**src/rtl/whack_a_mole_game_if.sv**
```systemverilog
// Player-facing signal bundle for the whack-a-mole game controller.
// The master side drives the buttons and start; the slave side is the game core.
interface whack_a_mole_game_if;
    logic       start;
    logic [3:0] btn;
    logic [1:0] mole_index;
    logic       mole_active;
    logic [7:0] score;
    logic [3:0] misses;
    logic       game_over;
    logic       hit;
    logic       miss;

    modport master (
        output start, btn,
        input  mole_index, mole_active, score, misses, game_over, hit, miss
    );

    modport slave (
        input  start, btn,
        output mole_index, mole_active, score, misses, game_over, hit, miss
    );
endinterface

```
**src/rtl/whack_a_mole_game.sv**
```systemverilog
// Game-control core: picks a pseudo-random mole, times the hit window,
// scores button edges against it and ends the game after MAX_MISSES misses.
module whack_a_mole_game #(
    parameter int unsigned MOLE_TICKS = 25_000_000,
    parameter int unsigned GAP_TICKS  = 5_000_000,
    parameter int unsigned MAX_MISSES = 3
) (
    input  logic               CLOCK_50,
    input  logic               resetn,
    whack_a_mole_game_if.slave game_if
);
    localparam int unsigned MAX_TICKS = (MOLE_TICKS > GAP_TICKS) ? MOLE_TICKS : GAP_TICKS;
    localparam int unsigned CNT_W     = $clog2(MAX_TICKS);
    localparam logic [CNT_W-1:0] MOLE_LAST  = CNT_W'(MOLE_TICKS - 1);
    localparam logic [CNT_W-1:0] GAP_LAST   = CNT_W'(GAP_TICKS - 1);
    localparam logic [3:0]       MISS_LIMIT = 4'(MAX_MISSES);
    localparam logic [15:0]      LFSR_SEED  = 16'hACE1;

    typedef enum logic [1:0] {ST_IDLE, ST_GAP, ST_SHOW, ST_OVER} state_e;

    state_e           state_q, state_d;
    logic [4:0]       sync1_q, sync1_d;
    logic [4:0]       sync2_q, sync2_d;
    logic [4:0]       prev_q, prev_d;
    logic [15:0]      lfsr_q, lfsr_d;
    logic [CNT_W-1:0] cnt_q, cnt_d;
    logic [1:0]       mole_index_q, mole_index_d;
    logic             mole_active_q, mole_active_d;
    logic [7:0]       score_q, score_d;
    logic [3:0]       misses_q, misses_d;
    logic             game_over_q, game_over_d;
    logic             hit_q, hit_d;
    logic             miss_q, miss_d;

    logic [4:0] rise;
    logic       start_edge;
    logic [3:0] btn_edge;
    logic       wrong_ev, right_ev, timeout_ev;
    logic       show_miss, show_hit;
    logic [3:0] misses_inc;
    logic [1:0] cand, next_pos;

    // Bit 4 carries start, bits 3:0 the buttons; only rising edges matter.
    assign rise       = sync2_q & ~prev_q;
    assign start_edge = rise[4];
    assign btn_edge   = rise[3:0];

    // A wrong button always wins, even if the right one edges in the same cycle.
    assign wrong_ev   = |(btn_edge & ~(4'b0001 << mole_index_q));
    assign right_ev   = btn_edge[mole_index_q];
    assign timeout_ev = (cnt_q == MOLE_LAST);
    assign show_miss  = wrong_ev | (~right_ev & timeout_ev);
    assign show_hit   = ~wrong_ev & right_ev;
    assign misses_inc = misses_q + 4'd1;

    assign cand     = lfsr_q[1:0];
    assign next_pos = (cand == mole_index_q) ? cand + 2'd1 : cand;

    // State register.
    always_ff @(posedge CLOCK_50 or negedge resetn) begin
        if (!resetn) begin
            state_q <= ST_IDLE;
        end else begin
            state_q <= state_d;
        end
    end

    // Next-state logic.
    always_comb begin
        state_d = state_q;
        unique case (state_q)
            ST_IDLE: if (start_edge) state_d = ST_GAP;
            ST_GAP:  if (cnt_q == GAP_LAST) state_d = ST_SHOW;
            ST_SHOW: begin
                if (show_miss) begin
                    state_d = (misses_inc == MISS_LIMIT) ? ST_OVER : ST_GAP;
                end else if (show_hit) begin
                    state_d = ST_GAP;
                end
            end
            ST_OVER: if (start_edge) state_d = ST_GAP;
            default: state_d = ST_IDLE;
        endcase
    end

    // Output and datapath logic.
    always_comb begin
        // NOTE: every signal gets a default first so no path leaves it unassigned and infers a latch.
        sync1_d      = {game_if.start, game_if.btn};
        sync2_d      = sync1_q;
        prev_d       = sync2_q;
        lfsr_d       = {lfsr_q[0] ^ lfsr_q[2] ^ lfsr_q[3] ^ lfsr_q[5], lfsr_q[15:1]};
        cnt_d        = cnt_q + CNT_W'(1);
        mole_index_d = mole_index_q;
        score_d      = score_q;
        misses_d     = misses_q;
        hit_d        = 1'b0;
        miss_d       = 1'b0;

        unique case (state_q)
            ST_IDLE, ST_OVER: begin
                cnt_d = '0;
                if (start_edge) begin
                    score_d  = '0;
                    misses_d = '0;
                end
            end
            ST_GAP: begin
                if (cnt_q == GAP_LAST) begin
                    mole_index_d = next_pos;
                    cnt_d        = '0;
                end
            end
            ST_SHOW: begin
                if (show_miss) begin
                    misses_d = misses_inc;
                    miss_d   = 1'b1;
                    cnt_d    = '0;
                end else if (show_hit) begin
                    if (score_q != 8'hFF) score_d = score_q + 8'd1;
                    hit_d = 1'b1;
                    cnt_d = '0;
                end
            end
            default: cnt_d = '0;
        endcase

        mole_active_d = (state_d == ST_SHOW);
        game_over_d   = (state_d == ST_OVER);
    end

    // Datapath and output registers.
    always_ff @(posedge CLOCK_50 or negedge resetn) begin
        if (!resetn) begin
            sync1_q       <= '0;
            sync2_q       <= '0;
            prev_q        <= '0;
            lfsr_q        <= LFSR_SEED;
            cnt_q         <= '0;
            mole_index_q  <= '0;
            mole_active_q <= 1'b0;
            score_q       <= '0;
            misses_q      <= '0;
            game_over_q   <= 1'b0;
            hit_q         <= 1'b0;
            miss_q        <= 1'b0;
        end else begin
            // NOTE: non-blocking assignments so every flop samples pre-edge values, independent of statement order.
            sync1_q       <= sync1_d;
            sync2_q       <= sync2_d;
            prev_q        <= prev_d;
            lfsr_q        <= lfsr_d;
            cnt_q         <= cnt_d;
            mole_index_q  <= mole_index_d;
            mole_active_q <= mole_active_d;
            score_q       <= score_d;
            misses_q      <= misses_d;
            game_over_q   <= game_over_d;
            hit_q         <= hit_d;
            miss_q        <= miss_d;
        end
    end

    assign game_if.mole_index  = mole_index_q;
    assign game_if.mole_active = mole_active_q;
    assign game_if.score       = score_q;
    assign game_if.misses      = misses_q;
    assign game_if.game_over   = game_over_q;
    assign game_if.hit         = hit_q;
    assign game_if.miss        = miss_q;
endmodule

```
**src/flat_wrapper.sv**
```systemverilog
// flat-port wrapper written by rule: the top's interface ports become plain ports
module whack_a_mole_game_flat 
#(
    parameter int unsigned MOLE_TICKS = 25_000_000,
    parameter int unsigned GAP_TICKS  = 5_000_000,
    parameter int unsigned MAX_MISSES = 3
)
  (CLOCK_50, resetn, game_if_start, game_if_btn, game_if_mole_index, game_if_mole_active, game_if_score, game_if_misses, game_if_game_over, game_if_hit, game_if_miss);
  whack_a_mole_game_if game_if_i ();
  input  logic CLOCK_50;
  input  logic resetn;
  input wire logic [$bits(game_if_i.start)-1:0] game_if_start;
  input wire logic [$bits(game_if_i.btn)-1:0] game_if_btn;
  output wire logic [$bits(game_if_i.mole_index)-1:0] game_if_mole_index;
  output wire logic [$bits(game_if_i.mole_active)-1:0] game_if_mole_active;
  output wire logic [$bits(game_if_i.score)-1:0] game_if_score;
  output wire logic [$bits(game_if_i.misses)-1:0] game_if_misses;
  output wire logic [$bits(game_if_i.game_over)-1:0] game_if_game_over;
  output wire logic [$bits(game_if_i.hit)-1:0] game_if_hit;
  output wire logic [$bits(game_if_i.miss)-1:0] game_if_miss;
  assign game_if_i.start = game_if_start;
  assign game_if_i.btn = game_if_btn;
  assign game_if_mole_index = game_if_i.mole_index;
  assign game_if_mole_active = game_if_i.mole_active;
  assign game_if_score = game_if_i.score;
  assign game_if_misses = game_if_i.misses;
  assign game_if_game_over = game_if_i.game_over;
  assign game_if_hit = game_if_i.hit;
  assign game_if_miss = game_if_i.miss;
  whack_a_mole_game #(.MOLE_TICKS(MOLE_TICKS), .GAP_TICKS(GAP_TICKS), .MAX_MISSES(MAX_MISSES)) u_core (.CLOCK_50(CLOCK_50), .resetn(resetn), .game_if(game_if_i));
endmodule
```
**config.mk**
```make
export PLATFORM = sky130hd
export DESIGN_NAME = whack_a_mole_game_flat
export DESIGN_NICKNAME = d
export VERILOG_FILES = /design/src/rtl/whack_a_mole_game_if.sv /design/src/rtl/whack_a_mole_game.sv /design/src/flat_wrapper.sv
export SDC_FILE = /design/constraint.sdc
export NUM_CORES = 1
export LEC_CHECK = 0
export CAP_MARGIN = 25
export CORE_AREA = 2 2 82 84
export CTS_BUF_LIST = sky130_fd_sc_hd__clkbuf_8
export DETAILED_ROUTE_END_ITERATION = 6
export DIE_AREA = 0 0 84 86
export GPL_TIMING_DRIVEN = 0
export PLACE_DENSITY = 0.76
export SYNTH_ARGS = -nofsm -noshare
export SYNTH_HDL_FRONTEND = slang
export SYNTH_SLANG_ARGS = --single-unit
```
**constraint.sdc**
```tcl
create_clock -name CLOCK_50 -period 2.05 [get_ports CLOCK_50]
set_clock_uncertainty 0.15 [all_clocks]
set_input_delay 0.615 -clock CLOCK_50 [delete_from_list [all_inputs] [get_ports CLOCK_50]]
set_output_delay 0.615 -clock CLOCK_50 [all_outputs]
set_load 0.01 [all_outputs]
```
==> results.ini <==
[critical_path]
max_stage_delay_ps = 500
slowest_stage = mux4_2
path_cells = nand2b_4, mux4_2, buf_4, o21a_1, o211ai_2, a21o_4, buf_8, nor2_1
worstSetupEndpointType = register
r2r-start = u_core.prev_q[2]
cp_max_fo = 10
setup.worst_path.start = u_core.prev_q[2]
required_ps = 2130
arrival_ps = 2220
startpoint_type = register
crit_type = register to register

[drt]
vias = 2483
post_drt_via_cell_ratio = 5.481
drc = 0
drtAntennaViolNets = 0
drtIter0Drc = 145
routedWlPerCell_um = 15.77
wirelength_um = 7142
drt_pass1_iterations = 4

[floorplanning]
fp.dieW_um = 84
coreArea_um2 = 6277
initial_core_util_pct = 53.62
io_pins = 25
rows = 29
die_y_um = 86
die-area_um2 = 7224

[power]
p_leak_nw = 1.999
powerDensity_nw_per_um2 = 962.9
power_mw = 4.253
ir_drop_uv = 534.6

[synth]
synth_seq_cells = 76
syn_area_um2 = 3366
yosysWarnings = 0
syn_nets = 318
synth_ff_type = dfrtp_1
synth-async-reset-ratio_pct = 100.0
synth.distinct_cells = 54
syn_area_per_cell_um2 = 11.04
seq_area_frac_synth_pct = 56.80
postSynthCellCount = 305
synth_edf_count = 0

[timing]
setup_tns_ps = -2277
drv_slew = 0
finalCriticalPeriod_ps = 2137
rsz0062_at_grt = true
setup_viol = 37
timing.fmax_mhz = 468.0
hold_viol = 0
relSlewSlack_pct = 71.54
post-route-period-util_pct = 104.2
layout_setup_ws_ps = -86.96
worst_slew_pin_slew_ps = 422.4

[placement]
pre_cts_ws_ps = -405.4
port_buffers = 24
place.gp.congestion = 0.8118
dp_cells = 407
dpl.hpwl_um = 4281

[global_route]
grt_pass1_vias = 2495
grt_overflow = 0
track_usage_pct = 21.01
grt_start_max_net_pins = 70
grt_pass1_wl_um = 11930
antenna_found_initial = 0

[cts]
clk_pin_slew_worst_paths_ps = 90
cts_tree = yes
root_buffer = clkbuf_8
h-tree-depth = 3
numCtsBuffers = 9
clockBufferDepth = 2
clock_sink_count = 76
clk_latency_ps = 350

[layout]
drive_gt1_share_pct = 25.53
fin_cells = 453
most-common-layout-cells = 63 x dfrtp_1, 39 x nor2_1, 31 x nand2_1, 28 x buf_4, 17 x xor2_1
mostFrequentLayoutCell = dfrtp_1
insertedDiodeCount = 0
fin_nets = 384
areaGrowthSynthToFinish_pct = 31.23

[run_status]
status = finished with violations
violations = negative setup slack

[hold_path]
hold_class = register to register
hold_start = u_core.lfsr_q[6]

[flow_run]
maxCapViolations = 0

==> sequential cells by signal, summed over array words and instances, names as in the netlist <==
| signal | flops |
|---|---|
| u_core.cnt_q | 25 |
| u_core.game_if.game_over | 1 |
| u_core.game_if.hit | 1 |
| u_core.game_if.miss | 1 |
| u_core.game_if.misses | 4 |
| u_core.game_if.mole_active | 1 |
| u_core.game_if.mole_index | 2 |
| u_core.game_if.score | 8 |
| u_core.lfsr_q | 16 |
| u_core.prev_d | 5 |
| u_core.prev_q | 5 |
| u_core.state_q | 2 |
| u_core.sync1_q | 5 |
==> metal layers <==
layer  vias up  track usage (%)  part of all wire (%)
met5         -                0                     0
met4         0            6.452                   1.2
met3        11            5.871                   4.0
met2        55            36.00                    52
met1      1219            26.15                    43
li1       1198                -                     -
==> synth_stat cells (6+ instances only) <==
master,count,area share (%)
nand3_1,14,2.1
o21ai_0,7,1.0
nand4_1,6,1.1
xnor2_1,11,2.9
ha_1,6,2.2
nand2_1,32,3.6
dfrtp_1,68,51
dfstp_2,8,6.2
or4_1,7,1.6
inv_1,13,1.4
xor2_1,17,4.4
nor2_1,39,4.3
==> metrics by stage <==
step | hold WS, ps | util, % | instance area, um2
floorplan | 169.4 | - | 3367
global placement | 183.8 | 59.00 | 3704
detailed placement | 188.6 | 59.40 | 3729
CTS | 207.0 | 68.53 | 4302
global route | 213.4 | 70.36 | 4417
finish | 202.8 | 70.36 | 4417
==> path summary, 6_finish.rpt <==
kind	to	slack, ps	cells after the start
max reg2reg	u_core.cnt_q[10]	-90	8
min in group asynchronous	u_core.prev_q[2]	480	2
max in group asynchronous	u_core.lfsr_q[15]	680	3
min reg2reg	u_core.lfsr_q[5]	200	0
max	u_core.cnt_q[10]	-90	8
min	u_core.lfsr_q[5]	200	0
==> cells by family (layout without fill, tap and decap cells) <==
kind of cell	count (synthesis)	in the layout	share of synthesized area (%)
flops	76	76	56.80
simple gates	133	133	20.56
fa+ha+maj	6	6	2.230
buf+inv	17	88	2.007
mux	2	2	0.9665
xor+xnor	28	28	7.286
compound gates	43	43	10.15
==> worst max-delay path: cells and delay by family (launching register included) <==
family | cells | cell delay [ps]
flops | 1 | 390
mux | 1 | 500
simple gates | 2 | 190
compound gates | 3 | 450
buf+inv | 2 | 320
==> what timing repair did <==
action | 4_1_cts | 5_1_grt
setup buffers | 23 | 5
endpoints found under the hold margin | 7 | 0
endpoints found under the setup margin | 57 | 49
pin swaps | 12 | 7
gates cloned | 0 | 1
hold buffers | 1 | 0
gates resized for setup | 31 | 18
==> where the power goes <==
part / leakage [nW] / switching [mW] / internal, mW
logic: 0.880 / 0.637 / 0.483
clock network: 0.134 / 0.572 / 0.940
registers: 0.985 / 0.0507 / 1.57
total: 2.00 / 1.26 / 2.99
==> area by class of cell <==
class / count / area [um2]
plain buffers: 4 / 42.54
flip-flops and latches: 76 / 1918
clock buffers: 9 / 123.9
repair buffers: 55 / 526.8
fillers: 417 / 1861
multi-input cells: 212 / 1514
inverters: 13 / 48.80
well taps: 77 / 96.34
clock inverters: 7 / 146.4
(Power assumes the default switching activity.)
